**src/rtl/decode_pkg.sv**
```systemverilog
// Shared decode constants: instruction classes, function codes, ALU selects
// and the load-use stall FSM state type.
package decode_pkg;

  // Instruction class, in_insn[15:14]
  localparam logic [1:0] CLS_LD  = 2'b00;
  localparam logic [1:0] CLS_ST  = 2'b01;
  localparam logic [1:0] CLS_IMM = 2'b10;
  localparam logic [1:0] CLS_ALU = 2'b11;

  // ALU-class function codes that do not map straight onto an ALU select
  localparam logic [3:0] FN_CMP = 4'b0101;
  localparam logic [3:0] FN_MOV = 4'b0110;
  localparam logic [3:0] FN_IDT = 4'b1100;

  // Immediate-class sub-opcodes, in_insn[13:11]
  localparam logic [2:0] IMM_LI   = 3'b000;
  localparam logic [2:0] IMM_ADDI = 3'b001;
  localparam logic [2:0] IMM_B    = 3'b100;
  localparam logic [2:0] IMM_BCC  = 3'b111;

  // Control bundle field widths
  localparam int ALU_OP_W = 4;
  localparam int COND_W   = 3;

  // ALU selects used by non-ALU classes and remapped functions
  localparam logic [ALU_OP_W-1:0] ALU_ADD = 4'b0000;
  localparam logic [ALU_OP_W-1:0] ALU_SUB = 4'b0001;
  localparam logic [ALU_OP_W-1:0] ALU_IDT = 4'b1100;
  localparam logic [ALU_OP_W-1:0] ALU_NON = 4'b1111;

  // RUN: normal issue; BUBBLE: output register holds a load-use bubble
  typedef enum logic {
    ST_RUN    = 1'b0,
    ST_BUBBLE = 1'b1
  } stall_state_t;

endpackage

```
**src/rtl/decode_stage_comb.sv**
```systemverilog
// Purely combinational instruction -> control bundle decoder, including
// which source operands the instruction actually reads.
module decode_comb
  import decode_pkg::*;
#(
  parameter int INSN_W = 16,
  parameter int REG_AW = 3
) (
  input  logic [INSN_W-1:0]   i_insn,
  output logic [ALU_OP_W-1:0] o_alu_op,
  output logic [REG_AW-1:0]   o_rd,
  output logic                o_rf_we,
  output logic                o_mem_we,
  output logic                o_is_load,
  output logic                o_flag_we,
  output logic                o_pc_load,
  output logic [COND_W-1:0]   o_cond,
  output logic                o_sign_ex,
  output logic [REG_AW-1:0]   o_rs_a,
  output logic [REG_AW-1:0]   o_rs_b,
  output logic                o_read_a,
  output logic                o_read_b
);

  logic [1:0] w_cls;
  logic [3:0] w_func;
  logic [2:0] w_sub;
  logic       w_unused_imm;

  assign w_cls        = i_insn[15:14];
  assign w_func       = i_insn[7:4];
  assign w_sub        = i_insn[13:11];
  // Low immediate bits travel to execute on a separate path
  assign w_unused_imm = ^i_insn[3:0];

  // Decode one instruction; defaults describe a side-effect-free NON
  always_comb begin
    o_alu_op  = ALU_NON;
    o_rd      = REG_AW'(i_insn[10:8]);
    o_rf_we   = 1'b0;
    o_mem_we  = 1'b0;
    o_is_load = 1'b0;
    o_flag_we = 1'b0;
    o_pc_load = 1'b0;
    o_cond    = i_insn[10:8];
    o_sign_ex = 1'b1;
    o_rs_a    = REG_AW'(i_insn[10:8]);
    o_rs_b    = REG_AW'(i_insn[13:11]);
    o_read_a  = 1'b0;
    o_read_b  = 1'b0;
    case (w_cls)
      CLS_ALU: begin
        o_sign_ex = 1'b0;
        o_read_a  = 1'b1;
        case (w_func)
          4'b0000, 4'b0001, 4'b0010, 4'b0011, 4'b0100,
          4'b1000, 4'b1001, 4'b1010, 4'b1011: begin
            o_alu_op  = w_func;
            o_rf_we   = 1'b1;
            o_flag_we = 1'b1;
            o_read_b  = 1'b1;
          end
          FN_CMP: begin
            o_alu_op  = ALU_SUB;
            o_flag_we = 1'b1;
            o_read_b  = 1'b1;
          end
          FN_MOV: begin
            o_alu_op  = ALU_IDT;
            o_rf_we   = 1'b1;
            o_flag_we = 1'b1;
          end
          FN_IDT: begin
            o_alu_op  = ALU_IDT;
            o_rf_we   = 1'b1;
          end
          default: ;
        endcase
      end
      CLS_LD: begin
        o_rd      = REG_AW'(i_insn[13:11]);
        o_alu_op  = ALU_ADD;
        o_rf_we   = 1'b1;
        o_is_load = 1'b1;
        o_read_a  = 1'b1;
      end
      CLS_ST: begin
        o_alu_op  = ALU_ADD;
        o_mem_we  = 1'b1;
        o_read_a  = 1'b1;
        o_read_b  = 1'b1;
      end
      default: begin // CLS_IMM
        case (w_sub)
          IMM_LI: begin
            o_alu_op = ALU_IDT;
            o_rf_we  = 1'b1;
          end
          IMM_ADDI: begin
            o_alu_op  = ALU_ADD;
            o_rf_we   = 1'b1;
            o_flag_we = 1'b1;
            o_read_a  = 1'b1;
          end
          IMM_B, IMM_BCC: begin
            o_alu_op  = ALU_ADD;
            o_pc_load = 1'b1;
          end
          default: ;
        endcase
      end
    endcase
  end

endmodule

```
**src/rtl/decode_stage.sv**
```systemverilog
// Registered decode stage: valid/ready input and output, writer history for
// forwarding selects, and a RUN/BUBBLE FSM that inserts load-use bubbles.
//
// Handshake: a transfer happens on a rising edge where valid & ready are both
// high; the sender holds its payload stable while valid & !ready, and valid
// never depends combinationally on ready.
module decode_stage
  import decode_pkg::*;
#(
  parameter int INSN_W     = 16,
  parameter int REG_AW     = 3,
  parameter int HIST_DEPTH = 2,
  localparam int FWD_W     = $clog2(HIST_DEPTH + 1)
) (
  input  logic                clk,
  input  logic                rst_n,
  input  logic                flush,
  input  logic                in_valid,
  output logic                in_ready,
  input  logic [INSN_W-1:0]   in_insn,
  output logic                out_valid,
  input  logic                out_ready,
  output logic [ALU_OP_W-1:0] out_alu_op,
  output logic [REG_AW-1:0]   out_rd,
  output logic                out_rf_we,
  output logic                out_mem_we,
  output logic                out_is_load,
  output logic                out_flag_we,
  output logic                out_pc_load,
  output logic [COND_W-1:0]   out_cond,
  output logic                out_sign_ex,
  output logic [REG_AW-1:0]   out_rs_a,
  output logic [REG_AW-1:0]   out_rs_b,
  output logic [FWD_W-1:0]    out_fwd_a,
  output logic [FWD_W-1:0]    out_fwd_b,
  output logic                out_stall
);

  logic [ALU_OP_W-1:0] w_alu_op;
  logic [REG_AW-1:0]   w_rd, w_rs_a, w_rs_b;
  logic                w_rf_we, w_mem_we, w_is_load, w_flag_we, w_pc_load;
  logic                w_sign_ex, w_read_a, w_read_b;
  logic [COND_W-1:0]   w_cond;

  decode_comb #(.INSN_W(INSN_W), .REG_AW(REG_AW)) u_decode_comb (
    .i_insn    (in_insn),
    .o_alu_op  (w_alu_op),
    .o_rd      (w_rd),
    .o_rf_we   (w_rf_we),
    .o_mem_we  (w_mem_we),
    .o_is_load (w_is_load),
    .o_flag_we (w_flag_we),
    .o_pc_load (w_pc_load),
    .o_cond    (w_cond),
    .o_sign_ex (w_sign_ex),
    .o_rs_a    (w_rs_a),
    .o_rs_b    (w_rs_b),
    .o_read_a  (w_read_a),
    .o_read_b  (w_read_b)
  );

  // Output bundle registers
  logic                r_out_valid;
  logic [ALU_OP_W-1:0] r_alu_op;
  logic [REG_AW-1:0]   r_rd, r_rs_a, r_rs_b;
  logic                r_rf_we, r_mem_we, r_is_load, r_flag_we, r_pc_load, r_sign_ex;
  logic [COND_W-1:0]   r_cond;
  logic [FWD_W-1:0]    r_fwd_a, r_fwd_b;

  // Writer history; entry 1 is the youngest bundle that left the stage
  logic [HIST_DEPTH:1]             r_hist_v, r_hist_we, w_hist_v, w_hist_we;
  logic [HIST_DEPTH:1][REG_AW-1:0] r_hist_rd, w_hist_rd;

  stall_state_t r_state, w_state_nxt;

  logic             w_load_use, w_accept, w_shift;
  logic [FWD_W-1:0] w_fwd_a, w_fwd_b;

  // The load sitting in the output register cannot forward to its consumer
  assign w_load_use = r_out_valid & r_is_load &
                      ((w_read_a & (w_rs_a == r_rd)) | (w_read_b & (w_rs_b == r_rd)));
  assign in_ready   = (~r_out_valid | out_ready) & ~w_load_use;
  assign w_accept   = in_valid & in_ready & ~flush;
  // History advances when a real bundle drains or a bubble is replaced
  assign w_shift    = (r_out_valid & out_ready) | (r_state == ST_BUBBLE);

  // Next history view; forwarding is resolved against it so the bundle just
  // leaving the stage is already entry 1 for the instruction being accepted
  always_comb begin
    w_hist_v  = r_hist_v;
    w_hist_we = r_hist_we;
    w_hist_rd = r_hist_rd;
    if (w_shift) begin
      for (int k = HIST_DEPTH; k >= 2; k--) begin
        w_hist_v[k]  = r_hist_v[k-1];
        w_hist_we[k] = r_hist_we[k-1];
        w_hist_rd[k] = r_hist_rd[k-1];
      end
      w_hist_v[1]  = r_out_valid;
      w_hist_we[1] = r_out_valid & r_rf_we;
      w_hist_rd[1] = r_rd;
    end
  end

  // Forwarding selects: scan oldest to youngest so the youngest writer wins
  always_comb begin
    w_fwd_a = '0;
    w_fwd_b = '0;
    for (int k = HIST_DEPTH; k >= 1; k--) begin
      if (w_read_a && w_hist_v[k] && w_hist_we[k] && (w_hist_rd[k] == w_rs_a))
        w_fwd_a = FWD_W'(k);
      if (w_read_b && w_hist_v[k] && w_hist_we[k] && (w_hist_rd[k] == w_rs_b))
        w_fwd_b = FWD_W'(k);
    end
  end

  // Stall FSM next state: a bubble follows a draining load with a waiting consumer
  always_comb begin
    w_state_nxt = ST_RUN;
    if (!flush && (r_state == ST_RUN) && in_valid && out_ready && w_load_use)
      w_state_nxt = ST_BUBBLE;
  end

  // Stall FSM state register
  always_ff @(posedge clk or negedge rst_n) begin
    if (!rst_n) r_state <= ST_RUN;
    else        r_state <= w_state_nxt;
  end

  // History shift register; flush empties it
  always_ff @(posedge clk or negedge rst_n) begin
    if (!rst_n) begin
      r_hist_v  <= '0;
      r_hist_we <= '0;
      r_hist_rd <= '0;
    end else if (flush) begin
      r_hist_v  <= '0;
      r_hist_we <= '0;
      r_hist_rd <= '0;
    end else begin
      r_hist_v  <= w_hist_v;
      r_hist_we <= w_hist_we;
      r_hist_rd <= w_hist_rd;
    end
  end

  // Output bundle: load on accept, drop valid on drain, hold under backpressure
  always_ff @(posedge clk or negedge rst_n) begin
    if (!rst_n) begin
      r_out_valid <= 1'b0;
      r_alu_op    <= '0;
      r_rd        <= '0;
      r_rf_we     <= 1'b0;
      r_mem_we    <= 1'b0;
      r_is_load   <= 1'b0;
      r_flag_we   <= 1'b0;
      r_pc_load   <= 1'b0;
      r_cond      <= '0;
      r_sign_ex   <= 1'b0;
      r_rs_a      <= '0;
      r_rs_b      <= '0;
      r_fwd_a     <= '0;
      r_fwd_b     <= '0;
    end else if (flush) begin
      r_out_valid <= 1'b0;
    end else if (w_accept) begin
      r_out_valid <= 1'b1;
      r_alu_op    <= w_alu_op;
      r_rd        <= w_rd;
      r_rf_we     <= w_rf_we;
      r_mem_we    <= w_mem_we;
      r_is_load   <= w_is_load;
      r_flag_we   <= w_flag_we;
      r_pc_load   <= w_pc_load;
      r_cond      <= w_cond;
      r_sign_ex   <= w_sign_ex;
      r_rs_a      <= w_rs_a;
      r_rs_b      <= w_rs_b;
      r_fwd_a     <= w_fwd_a;
      r_fwd_b     <= w_fwd_b;
    end else if (out_ready) begin
      r_out_valid <= 1'b0;
    end
  end

  assign out_valid   = r_out_valid;
  assign out_alu_op  = r_alu_op;
  assign out_rd      = r_rd;
  assign out_rf_we   = r_rf_we;
  assign out_mem_we  = r_mem_we;
  assign out_is_load = r_is_load;
  assign out_flag_we = r_flag_we;
  assign out_pc_load = r_pc_load;
  assign out_cond    = r_cond;
  assign out_sign_ex = r_sign_ex;
  assign out_rs_a    = r_rs_a;
  assign out_rs_b    = r_rs_b;
  assign out_fwd_a   = r_fwd_a;
  assign out_fwd_b   = r_fwd_b;
  assign out_stall   = (r_state == ST_BUBBLE);

endmodule

```
**config.mk**
```make
export PLATFORM = sky130hd
export DESIGN_NAME = decode_stage
export DESIGN_NICKNAME = d
export VERILOG_FILES = /design/src/rtl/decode_pkg.sv /design/src/rtl/decode_stage_comb.sv /design/src/rtl/decode_stage.sv
export SDC_FILE = /design/constraint.sdc
export NUM_CORES = 1
export LEC_CHECK = 0
export ABC_AREA = 0
export BUFFER_PORTS_ARGS = -buffer_cell sky130_fd_sc_hd__buf_2
export CAP_MARGIN = 10
export CORE_ASPECT_RATIO = 1.4
export CORE_UTILIZATION = 48
export DETAILED_ROUTE_END_ITERATION = 6
export PLACE_DENSITY = 0.82
export SYNTH_ARGS = -nofsm -noshare
export SYNTH_HDL_FRONTEND = slang
export SYNTH_SLANG_ARGS = --single-unit
export TNS_END_PERCENT = 5
```
**constraint.sdc**
```tcl
create_clock -name clk -period 1.9 [get_ports clk]
set_input_delay 0.095 -clock clk [delete_from_list [all_inputs] [get_ports clk]]
set_output_delay 0.095 -clock clk [all_outputs]
set_load 0.05 [all_outputs]
```
# --- Word level (Yosys, flattened, before mapping) ---
# Index checks and enable logic that the tools add are counted.
totals:
  ram_bits: 0
  wordCells: 120
  romBits: 0
  latch_bits: 0
  input_bits: 21
  mem_count: 0
  regBits: 35
classes:
  eq_ne: 22
  n_bitwise: 16
  magnitude_cmp: 0
  div: 0
  shift: 0
  n_addsub: 0
  muxes: 32
  reduce_logical: 32
  mul: 0
op_table:
  columns: ["cell", "n"]
  rows:
  - ["OR reduction 11 bit", 2]
  - ["equality test 4 bit, second input constant", 5]
  - ["equality test 3 bit", 6]
  - ["logical AND 1 bit", 16]
  - ["2-to-1 mux 2 bit", 8]
  - ["one-hot mux 4 bit (2 select lines)", 2]
  - ["2-to-1 mux 1 bit", 15]
  - ["equality test 4 x 3 -> 1 bit, second input constant", 3]
  - ["2-to-1 mux 6 bit", 2]
  - ["one-hot mux 4 bit (3 select lines)", 1]
  - ["OR reduction 10 bit", 1]
  - ["AND 1 bit", 9]
  - ["OR reduction 9 bit", 1]
  - ["equality test 4 x 2 -> 1 bit, second input constant", 2]
  - ["OR reduction 2 bit", 4]
  - ["equality test 3 bit, second input constant", 2]
  - ["OR reduction 3 bit", 2]
  - ["equality test 4 x 1 -> 1 bit, second input constant", 1]
  - ["logical NOT 4 bit", 1]
  - ["inverter 1 bit", 4]
  - ["one-hot mux 1 bit (2 select lines)", 2]
  - ["equality test 3 x 1 -> 1 bit, second input constant", 1]
  - ["logical NOT 3 bit", 1]
  - ["2-to-1 mux 3 bit", 1]
  - ["other kinds (8)", 10]

# --- Depth between registers and ports, before layout ---
# Gate-level depths: netlist of the first run.
depth:
  ltp_word: 13
  depth_mapped: 7
  depth_no_buf: 5

# --- Modules after synthesis ---
# Synthesis of the first run repeated with hierarchy kept, for this count alone.
hier_totals:
  cells_unflattened: 209
  area_unflattened_um2: 2197.1
by_module_without_submodules:
  columns: ["mod", "area_per_inst_um2", "seq_area_each_um2", "n_inst", "cells_per_inst"]
  rows:
  - ["decode_stage", 1875.5, 950.9, 1, 161]
  - ["decode_comb", 321.6, 0.0, 1, 48]

# --- Worst setup path after synthesis of the first run ---
# OpenSTA, ideal clock, no wires.
synth_path:
  path_kind: "register to register"
  start: "reg r_rd[1], in the netlist out_rd[1]"
  end: "reg r_rd[1], in the netlist out_rd[1]"
  t_arrival_ns: 2.036
  stages_incl_launch_ff: 7
  setup_slack_ns: -0.264
  path_cell_list: "dfrtp_1 -> xnor2_2 -> nand3_1 -> o32ai_4 -> o21a_4 -> buf_6 -> mux2_1"
synth_via:
  elab_chain_cells: 9
  elab_cells_between_ends: 11
  cone_classes: "eq/ne: 2; bitwise: 8; reduce/logical: 1"
synth_rtl:
  columns: ["element", "line_no", "text"]
  rows:
  - ["start: declaration", "decode_stage.sv:65", "logic [REG_AW-1:0] r_rd, r_rs_a, r_rs_b;"]
  - ["start signal: assignment", "decode_stage.sv:169", "r_rd <= w_rd;"]
  - ["equality test 3 bit", "decode_stage.sv:81", "((w_read_a & (w_rs_a == r_rd)) | (w_read_b & (w_rs_b == r_rd)));"]
  - ["AND 1 bit", "decode_stage.sv:81", null]
  - ["bitwise OR 1 bit *", "decode_stage.sv:81", null]
  - ["AND 1 bit *", "decode_stage.sv:80", "assign w_load_use = r_out_valid & r_is_load &"]
  - ["inverter 1 bit *", "decode_stage.sv:82", "assign in_ready = (~r_out_valid | out_ready) & ~w_load_use;"]
  - ["AND 1 bit *", "decode_stage.sv:82", null]
  - ["AND 1 bit * (2 in a row)", "decode_stage.sv:83", "assign w_accept = in_valid & in_ready & ~flush;"]
  - ["AND reduction 2 bit (no line) *", null, null]
# Every way passes the cells marked *; elsewhere a longest branch is shown, timed or not.
# A chain may end at the register's enable or synchronous reset.

# --- Worst setup path after layout of the first run ---
layout_path:
  start: "reg r_rd[1], in the netlist out_rd[1]"
  end: "reg r_rs_b[0], in the netlist out_rs_b[0]"
layout_via:
  elab_chain_cells: 9
  elab_cells_between_ends: 11
  cone_classes: "eq/ne: 2; bitwise: 8; reduce/logical: 1"
layout_rtl:
  columns: ["element", "line_no", "text"]
  rows:
  - ["equality test 3 bit", "decode_stage.sv:81", null]
  - ["AND 1 bit", "decode_stage.sv:81", null]
  - ["bitwise OR 1 bit *", "decode_stage.sv:81", null]
  - ["AND 1 bit *", "decode_stage.sv:80", null]
  - ["inverter 1 bit *", "decode_stage.sv:82", null]
  - ["AND 1 bit *", "decode_stage.sv:82", null]
  - ["AND 1 bit * (2 in a row)", "decode_stage.sv:83", null]
  - ["AND reduction 2 bit (no line) *", null, null]
  - ["end signal: assignment", "decode_stage.sv:178", "r_rs_b <= w_rs_b;"]
  - ["end: declaration", "decode_stage.sv:65", null]
# Marks and branches as above.

==> results of run 1 <==
[flip-flops by register name, summed over array words and instances, names as in the netlist]
| register | flops |
|---|---|
| out_sign_ex | 1 |
| out_alu_op | 4 |
| out_mem_we | 1 |
| r_hist_we | 2 |
| r_hist_rd | 6 |
| r_hist_v | 2 |
| out_rf_we | 1 |
| out_rd | 3 |
| out_fwd_b | 2 |
| out_pc_load | 1 |
| out_valid | 1 |
| out_fwd_a | 2 |
| out_cond | 3 |
| out_is_load | 1 |
| out_rs_b | 3 |
| out_stall | 1 |
| out_flag_we | 1 |
[power breakdown]
| group | internal (mW) | switching, mW | leakage, nW |
|---|---|---|---|
| sequential | 0.830 | 0.0690 | 0.450 |
| combinational | 0.297 | 0.578 | 0.720 |
| clock | 0.257 | 0.265 | 0.0422 |
| total | 1.38 | 0.913 | 1.21 |
[worst max-delay path: cells and delay by family, from the launching register on]
kind | cells | cell delay (ps)
AO/OA/AOI/OAI | 2 | 550
XOR/XNOR | 1 | 210
buffers and inverters | 1 | 140
flip-flops | 1 | 440
multiplexers | 1 | 320
AND/OR/NAND/NOR | 1 | 130
[metrics by stage]
stage          util, %  setup WS, ps  setup TNS [ps]  cells  total power [mW]
5_1_grt           63.7         -73.9           -1040    309              2.41
6_report          63.7         -4.67           -8.11    309              2.30
2_1_floorplan        -          -101           -1610    208              1.50
4_1_cts           61.9         -3.54           -3.54    307              2.25
3_5_place_dp      59.7          25.5               0    298              1.73
3_3_place_gp      59.7          76.4               0    298              1.71
[cell type report]
type | count | area (um2)
Timing Repair Buffer | 66 | 420
Clock inverter | 1 | 5.00
Fill cell | 344 | 1470
Multi-Input combinational cell | 152 | 1130
Clock buffer | 7 | 76.3
Inverter | 5 | 18.8
Sequential cell | 35 | 880
Tap cell | 43 | 53.8
[path summary, 6_finish.rpt]
path | start | endpoint | slack [ps] | cells after the start
worst max register to register | out_rd[1] | out_rs_b[0] | -5 | 6
worst max-delay path | out_rd[1] | out_rs_b[0] | -5 | 6
worst min register to register | out_fwd_b[0] | out_fwd_b[0] | 480 | 1
worst min-delay path | flush | r_hist_v[1] | 120 | 2
min in group asynchronous | rst_n | r_hist_we[2] | 420 | 2
max in group asynchronous | rst_n | out_rd[0] | 920 | 2
[routing by layer]
layer	up-vias	routed length, um	global-route usage (%)
met5	-	0	0
met4	0	127	9.51
met3	13	180	5.83
met2	50	2550	37.7
met1	860	2010	26.3
li1	842	-	-
[layout by cell type, fill, tap and decap left out, types with 5 or more instances in the layout]
| cell | netlist | final |
|---|---|---|
| sky130_fd_sc_hd__buf_4 | 4 | 17 |
| sky130_fd_sc_hd__clkbuf_8 | 0 | 5 |
| sky130_fd_sc_hd__nand2_1 | 32 | 32 |
| sky130_fd_sc_hd__inv_1 | 5 | 5 |
| sky130_fd_sc_hd__mux2_1 | 19 | 13 |
| sky130_fd_sc_hd__xor2_1 | 7 | 7 |
| sky130_fd_sc_hd__buf_2 | 3 | 44 |
| sky130_fd_sc_hd__mux2_4 | 0 | 6 |
| sky130_fd_sc_hd__dfrtp_1 | 35 | 32 |
| sky130_fd_sc_hd__a21oi_1 | 18 | 18 |
| sky130_fd_sc_hd__xnor2_1 | 12 | 11 |
[repair_timing]
| action | 4_1_cts | 5_1_grt |
|---|---|---|
| setup buffers | 0 | 2 |
| endpoints found under the hold margin | 35 | 0 |
| hold buffers | 1 | 0 |
| endpoints found under the setup margin | 1 | 20 |
| pin swaps | 0 | 4 |
| gates resized for setup | 0 | 14 |
[kinds of logic (layout without fill, tap and decap cells)]
kind of cell	count (synthesis)	after routing	share of synthesized area (%)
xor+xnor	20	20	8.80
simple gates	60	60	14.3
mux	23	23	12.3
buf+inv	21	79	5.78
flops	35	35	42.2
compound gates	49	49	16.6
==> impl_metrics.sql, run 1 <==
INSERT INTO impl_metrics (metric_group, metric, value, unit) VALUES
('status', 'run_status', 'finished, violations left', ''),
('status', 'violations', 'design-rule violations, negative setup slack', ''),
('power_and_ir_drop', 'leakagePower', '1.21', 'nW'),
('grt', 'global_route_total_overflow', '0', ''),
('logic_synthesis', 'synth_top_area_share', '42.2', '%'),
('timing', 'maxSlewViolCount', '0', ''),
('clock_network', 'clkTransAtPathRegs', '70', 'ps'),
('placement', 'dpl.hpwl', '3480', 'um'),
('floorplan', 'floorplan.io_pins', '50', ''),
('setup_path', 'crit_path_max_fanout', '10', ''),
('finish', 'layout-drive-gt1-share', '34.2', '%'),
('setup_path', 'crit_path_arrival_time', '2070', 'ps'),
('floorplan', 'die_area', '4600', 'um2'),
('floorplan', 'floorplan.core_area', '4050', 'um2'),
('setup_path', 'crit_slowest_cell', 'sky130_fd_sc_hd__dfrtp_2', ''),
('logic_synthesis', 'synth_enable_flop_cells', '0', ''),
('route', 'antenna_violating_nets_remaining', '0', ''),
('route', 'finalWirelength', '4870', 'um'),
('timing', 'fin_crit_sh', '100', '%'),
('setup_path', 'critical-path-max-stage-delay', '440', 'ps'),
('setup_path', 'cp_cell_sequence', 'xnor2_2 > nand3_2 > o32ai_4 > o21a_4 > buf_12 > mux2_1', ''),
('power_and_ir_drop', 'power_density', '890', 'nW/um2'),
('setup_path', 'end_kind', 'register', ''),
('route', 'drc_errors', '5', ''),
('clock_network', 'cts_root_buf', 'sky130_fd_sc_hd__clkbuf_8', ''),
('setup_path', 'critPathRequiredTime', '2060', 'ps'),
('placement', 'placement.io_buffers', '45', ''),
('logic_synthesis', 'most_instantiated_library_cell_after_synthesis', 'sky130_fd_sc_hd__dfrtp_1', ''),
('timing', 'worst_hold_slack_after_final_layout', '123', 'ps'),
('grt', 'initial_antenna_violation_count', '0', ''),
('setup_path', 'setup.worst_path.class', 'register to register', ''),
('flow_run', 'cap_violations', '0', ''),
('logic_synthesis', 'async_flop_share', '100', '%'),
('logic_synthesis', 'yosys_warnings', '0', ''),
('timing', 'finalClockSkew', '8.96', 'ps'),
('logic_synthesis', 'synthDominantAreaCellType', 'sky130_fd_sc_hd__dfrtp_1', ''),
('timing', 'setup_viol', '2', ''),
('route', 'dr.first_iter.drc_count', '78', ''),
('power_and_ir_drop', 'max-vdd-ir-drop', '0.529', 'mV'),
('timing', 'unrepaired_setup_endpoints_after_global_routing', 'true', ''),
('floorplan', 'starting_utilization_of_the_core_area', '51.2', '%'),
('route', 'routed_via_density', '5.71', ''),
('setup_path', 'critPathLaunchType', 'register', ''),
('logic_synthesis', 'synth_seq_area_share', '42.2', '%'),
('clock_network', 'ctsLongestPathBuffers', '2', ''),
('finish', 'syn2layout_area_growth', '24.3', '%'),
('floorplan', 'fp-row-count', '27', ''),
('logic_synthesis', 'yosys_register_bits', '35', ''),
('grt', 'grt_util_all_layers', '22.3', '%'),
('timing', 'worst_slew_pin_slew', '783', 'ps'),
('finish', 'finalNetCount', '286', ''),
('timing', 'final_hold_viol_count', '0', ''),
('clock_network', 'clock_insertion_delay_worst_skew', '290', 'ps'),
('route', 'route.detailed.wl_per_inst', '15.7', 'um'),
('clock_network', 'tritoncts.num_buffers', '5', ''),
('clock_network', 'cts.sinks', '35', ''),
('timing', 'layout_setup_ws', '-4.67', 'ps'),
('logic_synthesis', 'synth_nets', '229', ''),
('logic_synthesis', 'synth.top_cells.by_area', 'sky130_fd_sc_hd__dfrtp_1 (42%), sky130_fd_sc_hd__mux2_1 (10%), sky130_fd_sc_hd__nand2_1 (5.8%)', ''),
('logic_synthesis', 'mappedNetlistArea', '2080', 'um2'),
('placement', 'globalplace.congestion', '0.843', ''),
('logic_synthesis', 'ys.flop_type', 'sky130_fd_sc_hd__dfrtp_1', ''),
('placement', 'detailed_place.area', '2420', 'um2'),
('grt', 'first_global_vias', '1701', ''),
('floorplan', 'die_w', '57.6', 'um'),
('timing', 'min_period', '1900', 'ps'),
('floorplan', 'die_height', '79.8', 'um'),
('logic_synthesis', 'synth_common_cells', 'sky130_fd_sc_hd__dfrtp_1 (35), sky130_fd_sc_hd__nand2_1 (32), sky130_fd_sc_hd__mux2_1 (19)', ''),
('logic_synthesis', 'synth_area_per_cell', '9.99', 'um2'),
('route', 'detailedRoute.firstPassIterationCount', '6', ''),
('timing', 'max_freq', '525', 'MHz'),
('min_path', 'type_of_the_worst_min_delay_path', 'primary input to register', ''),
('logic_synthesis', 'post_synth_num_cell_types', '45', ''),
('timing', 'slew_headroom', '47.8', '%'),
('finish', 'antenna_cells_inserted', '0', ''),
('finish', 'design_area', '2580', 'um2'),
('grt', 'wire_length_of_the_first_global_routing_pass', '7730', 'um'),
('clock_network', 'htree_num_levels', '2', ''),
('logic_synthesis', 'synthCells', '208', ''),
('grt', 'grt_max_degree', '36', ''),
('route', 'dr_total_vias', '1765', ''),
('clock_network', 'cts_tree', 'yes', '');
(Power assumes the default switching activity.)
==> run 2, diff against run 1 <==
CORE_UTILIZATION = 58   (was 48)
PLACE_DENSITY = 0.91   (was 0.82)
SYNTH_HIERARCHICAL = 1   (was default)
clock period = 2.4 ns   (was 1.9 ns; I/O delays follow)
==> impl_metrics.sql, run 2 <==
INSERT INTO impl_metrics (metric_group, metric, value, unit) VALUES
('logic_synthesis', 'synth_enable_flop_cells', '0', ''),
('placement', 'placement.io_buffers', '45', ''),
('logic_synthesis', 'main_combinational_cell_family_by_area_after_synthesis', 'multiplexers', ''),
('timing', 'max_freq', '468', 'MHz'),
('floorplan', 'die_w', '54.0', 'um'),
('finish', 'syn2layout_area_growth', '13.8', '%'),
('floorplan', 'die_height', '74.8', 'um'),
('logic_synthesis', 'post_synth_fa_ha_maj_area_fraction', '0', '%'),
('logic_synthesis', 'synth_nets', '230', ''),
('timing', 'worst_slew_pin_slew', '848', 'ps'),
('setup_path', 'critPathRequiredTime', '2580', 'ps'),
('finish', 'regMostFlops', 'r_hist_rd', ''),
('finish', 'largest_reg_flops', '6', ''),
('grt', 'initial_antenna_violation_count', '0', ''),
('logic_synthesis', 'synth.top_cells.by_area', 'sky130_fd_sc_hd__dfrtp_1 (43%), sky130_fd_sc_hd__mux2_2 (11%), sky130_fd_sc_hd__xnor2_1 (7.6%)', ''),
('timing', 'layout_setup_ws', '261', 'ps'),
('finish', 'top_library_cells_by_usage_in_the_layout_fill_and_taps_aside', 'sky130_fd_sc_hd__buf_2 (45), sky130_fd_sc_hd__dfrtp_1 (38), sky130_fd_sc_hd__nand2_1 (22)', ''),
('logic_synthesis', 'synth_common_cells', 'sky130_fd_sc_hd__dfrtp_1 (38), sky130_fd_sc_hd__nand2_1 (22), sky130_fd_sc_hd__mux2_2 (21)', ''),
('placement', 'globalplace.congestion', '0.874', ''),
('clock_network', 'clkTransAtPathRegs', '70', 'ps'),
('setup_path', 'critPathLaunchType', 'register', ''),
('grt', 'grt_max_degree', '39', ''),
('grt', 'global_route_total_overflow', '0', ''),
('route', 'routed_via_density', '5.81', ''),
('route', 'drc_errors', '0', ''),
('logic_synthesis', 'synth-xor-area-share', '7.57', '%'),
('clock_network', 'cts-resized-gates', '0', ''),
('timing', 'slew_headroom', '43.3', '%'),
('clock_network', 'htree_num_levels', '2', ''),
('timing', 'fin_crit_sh', '89.1', '%'),
('finish', 'layout-drive-gt1-share', '37.7', '%'),
('logic_synthesis', 'most_instantiated_library_cell_after_synthesis', 'sky130_fd_sc_hd__dfrtp_1', ''),
('timing', 'worst_hold_slack_after_final_layout', '97.7', 'ps'),
('grt', 'grt_util_all_layers', '25.4', '%'),
('grt', 'first_global_vias', '1615', ''),
('logic_synthesis', 'synthCells', '209', ''),
('logic_synthesis', 'synth_top_area_share', '43.3', '%'),
('logic_synthesis', 'muxShareOfSynthArea', '15.3', '%'),
('placement', 'place_inst', '285', ''),
('finish', 'area.sequential', '951', 'um2'),
('power_and_ir_drop', 'net-switching-power', '0.674', 'mW'),
('logic_synthesis', 'yosys_register_bits', '38', ''),
('clock_network', 'cts_root_buf', 'sky130_fd_sc_hd__clkbuf_8', ''),
('clock_network', 'cts_tree', 'yes', ''),
('setup_path', 'worstSetupStartpoint', 'out_rd[2]', ''),
('timing', 'final_hold_viol_count', '0', ''),
('clock_network', 'tritoncts.num_buffers', '5', ''),
('power_and_ir_drop', 'power_frac_clock', '24.5', '%'),
('timing', 'finalSetupTns', '0', 'ps'),
('clock_network', 'cts.sinks', '38', ''),
('clock_network', 'ctsLongestPathBuffers', '2', ''),
('floorplan', 'starting_utilization_of_the_core_area', '60.3', '%'),
('finish', 'antenna_cells_inserted', '0', ''),
('finish', 'nFillCells', '294', ''),
('finish', 'final_common_cell', 'sky130_fd_sc_hd__buf_2', ''),
('setup_path', 'setup.worst_path.class', 'register to register', ''),
('timing', 'finalClockSkew', '2.91', 'ps'),
('floorplan', 'die_area', '4040', 'um2'),
('power_and_ir_drop', 'sequentialPowerShare', '42.5', '%'),
('power_and_ir_drop', 'max-vdd-ir-drop', '0.532', 'mV'),
('power_and_ir_drop', 'internal_dissipation', '1.13', 'mW'),
('floorplan', 'fp-row-count', '26', ''),
('min_path', 'type_of_the_worst_min_delay_path', 'primary input to register', ''),
('timing', 'setup_viol', '0', ''),
('power_and_ir_drop', 'pwr-share-comb', '33.0', '%'),
('power_and_ir_drop', 'power_density', '723', 'nW/um2'),
('finish', 'design_area', '2500', 'um2'),
('power_and_ir_drop', 'leakagePower', '1.15', 'nW'),
('route', 'dr_total_vias', '1709', ''),
('setup_path', 'crit_path_arrival_time', '2310', 'ps'),
('setup_path', 'critical-path-top-delay-family', 'simple AND/OR/NAND/NOR gates', ''),
('setup_path', 'crit_path_max_fanout', '18', ''),
('timing', 'maxSlewViolCount', '0', ''),
('finish', 'finalNetCount', '272', ''),
('floorplan', 'floorplan.io_pins', '50', ''),
('route', 'dr.first_iter.drc_count', '28', ''),
('route', 'finalWirelength', '4500', 'um'),
('clock_network', 'clock_insertion_delay_worst_skew', '290', 'ps'),
('logic_synthesis', 'synthDominantAreaCellType', 'sky130_fd_sc_hd__dfrtp_1', ''),
('route', 'detailedRoute.firstPassIterationCount', '4', ''),
('logic_synthesis', 'yosys_warnings', '6', ''),
('finish', 'instances_no_fill', '294', ''),
('timing', 'min_period', '2140', 'ps'),
('setup_path', 'timing.rr.start', 'out_rd[2]', ''),
('logic_synthesis', 'synth_seq_area_share', '43.3', '%'),
('setup_path', 'cp_cell_sequence', 'xnor2_1 > nand4_2 > a21oi_4 > nor3_4 > mux2_2', ''),
('route', 'route.detailed.wl_per_inst', '15.3', 'um'),
('flow_run', 'cap_violations', '0', ''),
('timing', 'unrepaired_setup_endpoints_after_global_routing', 'false', ''),
('logic_synthesis', 'mappedNetlistArea', '2200', 'um2'),
('logic_synthesis', 'ys.flop_type', 'sky130_fd_sc_hd__dfrtp_1', ''),
('setup_path', 'crit_slowest_cell', 'sky130_fd_sc_hd__nor3_4', ''),
('status', 'run_status', 'finished, final reports clean', ''),
('logic_synthesis', 'post_synth_num_cell_types', '44', ''),
('placement', 'dp_worst_setup_slack', '236', 'ps'),
('placement', 'detailed_place.area', '2400', 'um2'),
('power_and_ir_drop', 'power.switching_fraction', '37.3', '%'),
('setup_path', 'end_kind', 'register', ''),
('route', 'antenna_violating_nets_remaining', '0', ''),
('placement', 'dpl.hpwl', '3390', 'um'),
('floorplan', 'floorplan.core_area', '3640', 'um2'),
('finish', 'multi_input_comb_area', '1090', 'um2'),
('min_path', 'worstHoldStart', 'out_ready', ''),
('logic_synthesis', 'synth_compound_gate_area_share', '12.9', '%'),
('grt', 'wire_length_of_the_first_global_routing_pass', '7340', 'um'),
('logic_synthesis', 'synth_area_per_cell', '10.5', 'um2'),
('logic_synthesis', 'async_flop_share', '100', '%'),
('setup_path', 'worstPathBufferInverterCount', '0', ''),
('setup_path', 'critical-path-max-stage-delay', '720', 'ps'),
('logic_synthesis', 'synth_simple_gate_area_share', '14.0', '%');
run 2: cell types whose count changed after synthesis, moves of 7 or more:
cell	previous run	this run
sky130_fd_sc_hd__mux2_1	19	0
sky130_fd_sc_hd__mux2_2	2	21
sky130_fd_sc_hd__nand2_1	32	22
sky130_fd_sc_hd__nor2_1	4	11
sky130_fd_sc_hd__xnor2_1	12	19
sky130_fd_sc_hd__xor2_1	7	0
run 2: area by class of cell:
type / instances / share of cell area [%]
clock inverters: 1 / 0.200
multi-input cells: 146 / 43.8
repair buffers: 52 / 11.2
inverters: 8 / 1.20
flip-flops and latches: 38 / 38.0
clock buffers: 7 / 3.45
well taps: 42 / 2.10
run 2: worst reg2reg max path, cell delays in order (launching register included):
cell and delay (ps):
sky130_fd_sc_hd__dfrtp_1 460, sky130_fd_sc_hd__xnor2_1 190, sky130_fd_sc_hd__nand4_2 130, sky130_fd_sc_hd__a21oi_4 100
sky130_fd_sc_hd__nor3_4 720, sky130_fd_sc_hd__mux2_2 420
run 2: final timing paths:
kind | end | slack [ps] | depth (start not counted)
setup / recovery | out_cond[1] | 260 | 5
hold / removal | out_stall | 100 | 3
setup reg to reg | out_cond[1] | 260 | 5
hold reg to reg | out_stall | 490 | 1
max in group asynchronous | out_is_load | 1410 | 2
min in group asynchronous | r_hist_rd[4] | 470 | 2
run 2: layer usage:
metal / part of all wire, % / track usage (%) / wire length [um]
met1: 40 / 29.9 / 1820
met2: 54 / 45.0 / 2430
met3: 3.7 / 5.05 / 166
met4: 1.8 / 9.12 / 79
met5: 0 / 0 / 0
run 2: kinds of logic after synthesis:
logic type	after synthesis
compound gates	40
xor+xnor	19
buf+inv	25
flops	38
mux	28
simple gates	59
run 2: timing repair:
item,4_1_cts,5_1_grt
endpoints found under the hold margin,38,0
setup buffers,0,0
hold buffers,1,0
run 2: through the flow:
step,power [mW],utilization (%)
finish,1.81,68.6
global route,1.87,68.6
CTS,1.82,68.6
detailed placement,1.37,65.8
global placement,1.36,65.8
floorplan,1.23,-
run 2: power groups by stage:
| stage | Clock (mW) | Sequential (mW) | Combinational (mW) |
|---|---|---|---|
| global route | 0.465 | 0.777 | 0.632 |
| CTS | 0.450 | 0.767 | 0.599 |
| detailed placement | 0 | 0.779 | 0.595 |
| global placement | 0 | 0.774 | 0.583 |
| finish | 0.443 | 0.767 | 0.596 |
| floorplan | 0 | 1.00 | 0.229 |
==> run 3, diff against run 2 <==
PLACE_DENSITY = default   (was 0.91)
PLACE_DENSITY_LB_ADDON = 0.15   (was default)
==> impl_metrics.sql, run 3 (synthesis gave the netlist of run 2 again) <==
INSERT INTO impl_metrics (metric_group, metric, value, unit) VALUES
('placement', 'place_inst', '286', ''),
('timing', 'maxSlewViolCount', '0', ''),
('clock_network', 'cts.sinks', '38', ''),
('route', 'antenna_violating_nets_remaining', '0', ''),
('min_path', 'holdPathEnd', 'out_stall', ''),
('grt', 'grt_util_all_layers', '25.1', '%'),
('clock_network', 'cts-resized-gates', '0', ''),
('timing', 'layout_setup_ws', '265', 'ps'),
('route', 'detailedRoute.firstPassIterationCount', '4', ''),
('clock_network', 'clock_insertion_delay_worst_skew', '290', 'ps'),
('timing', 'min_period', '2140', 'ps'),
('clock_network', 'htree_num_levels', '2', ''),
('status', 'run_status', 'finished, final reports clean', ''),
('finish', 'finalNetCount', '273', ''),
('setup_path', 'crit_path_arrival_time', '2300', 'ps'),
('setup_path', 'crit_slowest_cell', 'sky130_fd_sc_hd__nor3_4', ''),
('setup_path', 'regToRegSetupSlack', '260', 'ps'),
('power_and_ir_drop', 'power_density', '721', 'nW/um2'),
('grt', 'first_global_vias', '1603', ''),
('timing', 'setup_viol', '0', ''),
('min_path', 'holdPathStages', '3', ''),
('finish', 'syn2layout_area_growth', '14.1', '%'),
('floorplan', 'floorplan.io_pins', '50', ''),
('setup_path', 'ff2ff_path_depth', '5', ''),
('route', 'finalWirelength', '4560', 'um'),
('min_path', 'type_of_the_worst_min_delay_path', 'primary input to register', ''),
('floorplan', 'die_height', '74.8', 'um'),
('timing', 'fin_crit_sh', '89.0', '%'),
('clock_network', 'cts_root_buf', 'sky130_fd_sc_hd__clkbuf_8', ''),
('setup_path', 'cp_cell_sequence', 'xnor2_1 > nand4_2 > a21oi_4 > nor3_4 > mux2_2', ''),
('finish', 'top_library_cells_by_usage_in_the_layout_fill_and_taps_aside', 'sky130_fd_sc_hd__buf_2 (45), sky130_fd_sc_hd__dfrtp_1 (38), sky130_fd_sc_hd__nand2_1 (22)', ''),
('setup_path', 'critical-path-max-stage-delay', '710', 'ps'),
('finish', 'nFillCells', '305', ''),
('timing', 'worst_hold_slack_after_final_layout', '116', 'ps'),
('power_and_ir_drop', 'leakagePower', '1.15', 'nW'),
('grt', 'global_route_total_overflow', '0', ''),
('timing', 'finalClockSkew', '6.40', 'ps'),
('finish', 'regMostFlops', 'r_hist_rd', ''),
('timing', 'slew_headroom', '43.8', '%'),
('finish', 'instances_no_fill', '295', ''),
('route', 'route.detailed.wl_per_inst', '15.5', 'um'),
('finish', 'finish.utilization', '68.8', '%'),
('route', 'routed-wl-met3', '146', 'um'),
('route', 'dr_total_vias', '1677', ''),
('route', 'drc_errors', '0', ''),
('clock_network', 'clkTransAtPathRegs', '70', 'ps'),
('grt', 'wire_length_of_the_first_global_routing_pass', '7200', 'um'),
('floorplan', 'fp-row-count', '26', ''),
('flow_run', 'cap_violations', '0', ''),
('route', 'dr.first_iter.drc_count', '28', ''),
('placement', 'placement.io_buffers', '45', ''),
('power_and_ir_drop', 'max-vdd-ir-drop', '0.616', 'mV'),
('setup_path', 'setup.worst_path.class', 'register to register', ''),
('placement', 'globalplace.congestion', '0.873', ''),
('setup_path', 'r2r-end', 'out_fwd_b[0]', ''),
('setup_path', 'critPathRequiredTime', '2570', 'ps'),
('timing', 'worst_slew_pin_slew', '843', 'ps'),
('route', 'highest-signal-layer', 'met4', ''),
('clock_network', 'cts_tree', 'yes', ''),
('setup_path', 'crit_path_max_fanout', '18', ''),
('finish', 'layout-drive-gt1-share', '37.9', '%'),
('finish', 'final_common_cell', 'sky130_fd_sc_hd__buf_2', ''),
('floorplan', 'die_area', '4040', 'um2'),
('setup_path', 'timing.rr.start', 'out_rd[0]', ''),
('timing', 'finalSetupTns', '0', 'ps'),
('placement', 'dp_worst_setup_slack', '251', 'ps'),
('clock_network', 'tritoncts.num_buffers', '5', ''),
('clock_network', 'ctsLongestPathBuffers', '2', ''),
('placement', 'dpl.hpwl', '3340', 'um'),
('grt', 'grt_max_degree', '39', ''),
('setup_path', 'end_kind', 'register', ''),
('floorplan', 'die_w', '54.0', 'um'),
('timing', 'final_hold_viol_count', '0', ''),
('route', 'm1WireLength', '2020', 'um'),
('route', 'met2WireLength', '2320', 'um'),
('floorplan', 'starting_utilization_of_the_core_area', '60.3', '%'),
('timing', 'unrepaired_setup_endpoints_after_global_routing', 'false', ''),
('min_path', 'worstHoldStart', 'out_ready', ''),
('setup_path', 'critPathLaunchType', 'register', ''),
('grt', 'initial_antenna_violation_count', '0', ''),
('timing', 'max_freq', '468', 'MHz'),
('route', 'routed_via_density', '5.68', ''),
('finish', 'largest_reg_flops', '6', ''),
('finish', 'antenna_cells_inserted', '0', ''),
('floorplan', 'floorplan.core_area', '3640', 'um2');
-- run 3: cell types whose count changed in the layout (fill, tap and decap cells not counted), sizes merged --
cell / previous run / this run
buf: 51 / 52
-- run 3: power by group --
group	total [mW]	switching, mW	internal, mW
sequential	0.768	0.0584	0.710
combinational	0.593	0.401	0.192
clock	0.447	0.215	0.232
total	1.81	0.675	1.13
-- run 3: per-stage QoR --
step	power [mW]	cell area, um2
floorplan	1.23	2200
global placement	1.36	2410
detailed placement	1.37	2410
CTS	1.82	2510
global route	1.89	2510
finish	1.81	2510
-- run 3: final cells by class --
| cell class | instances | area [um2] | share of cell area, % |
|---|---|---|---|
| inverter | 8 | 30.0 | 1.20 |
| clock buffer | 7 | 86.3 | 3.44 |
| multi-input combinational | 146 | 1090 | 43.7 |
| clock inverter | 1 | 5.00 | 0.200 |
| sequential | 38 | 951 | 37.9 |
| timing repair buffer | 53 | 288 | 11.5 |
| tap | 42 | 52.6 | 2.10 |
-- run 3: worst max-delay path: cells and delay by family (launching register included) --
family | cells | cell delay (ps)
muxes | 1 | 420
xor gates and xnor gates | 1 | 190
DFF | 1 | 470
and+or+nand+nor | 2 | 840
AOI/OAI and AO/OA | 1 | 100
-- run 3: routing by layer --
layer / GRT usage [%] / vias up
li1: - / 810
met5: 0 / -
met4: 10.3 / 0
met1: 32.1 / 821
met3: 5.05 / 8
met2: 40.7 / 38
-- run 3: what timing repair did --
item,in CTS,in global routing
setup buffers,0,0
hold buffers,1,0
hold endpoints to repair,38,0
-- run 3: worst max path at each step --
stage	from	end	cells past startpoint
6_report	out_rd[0]	out_fwd_b[0]	5
5_1_grt	out_rd[0]	out_rd[0]	5
4_1_cts	out_rd[0]	out_cond[1]	5
3_5_place_dp	out_rd[0]	out_cond[1]	5
3_3_place_gp	in_insn[12]	out_fwd_b[0]	7
2_1_floorplan	out_rd[0]	out_alu_op[3]	6
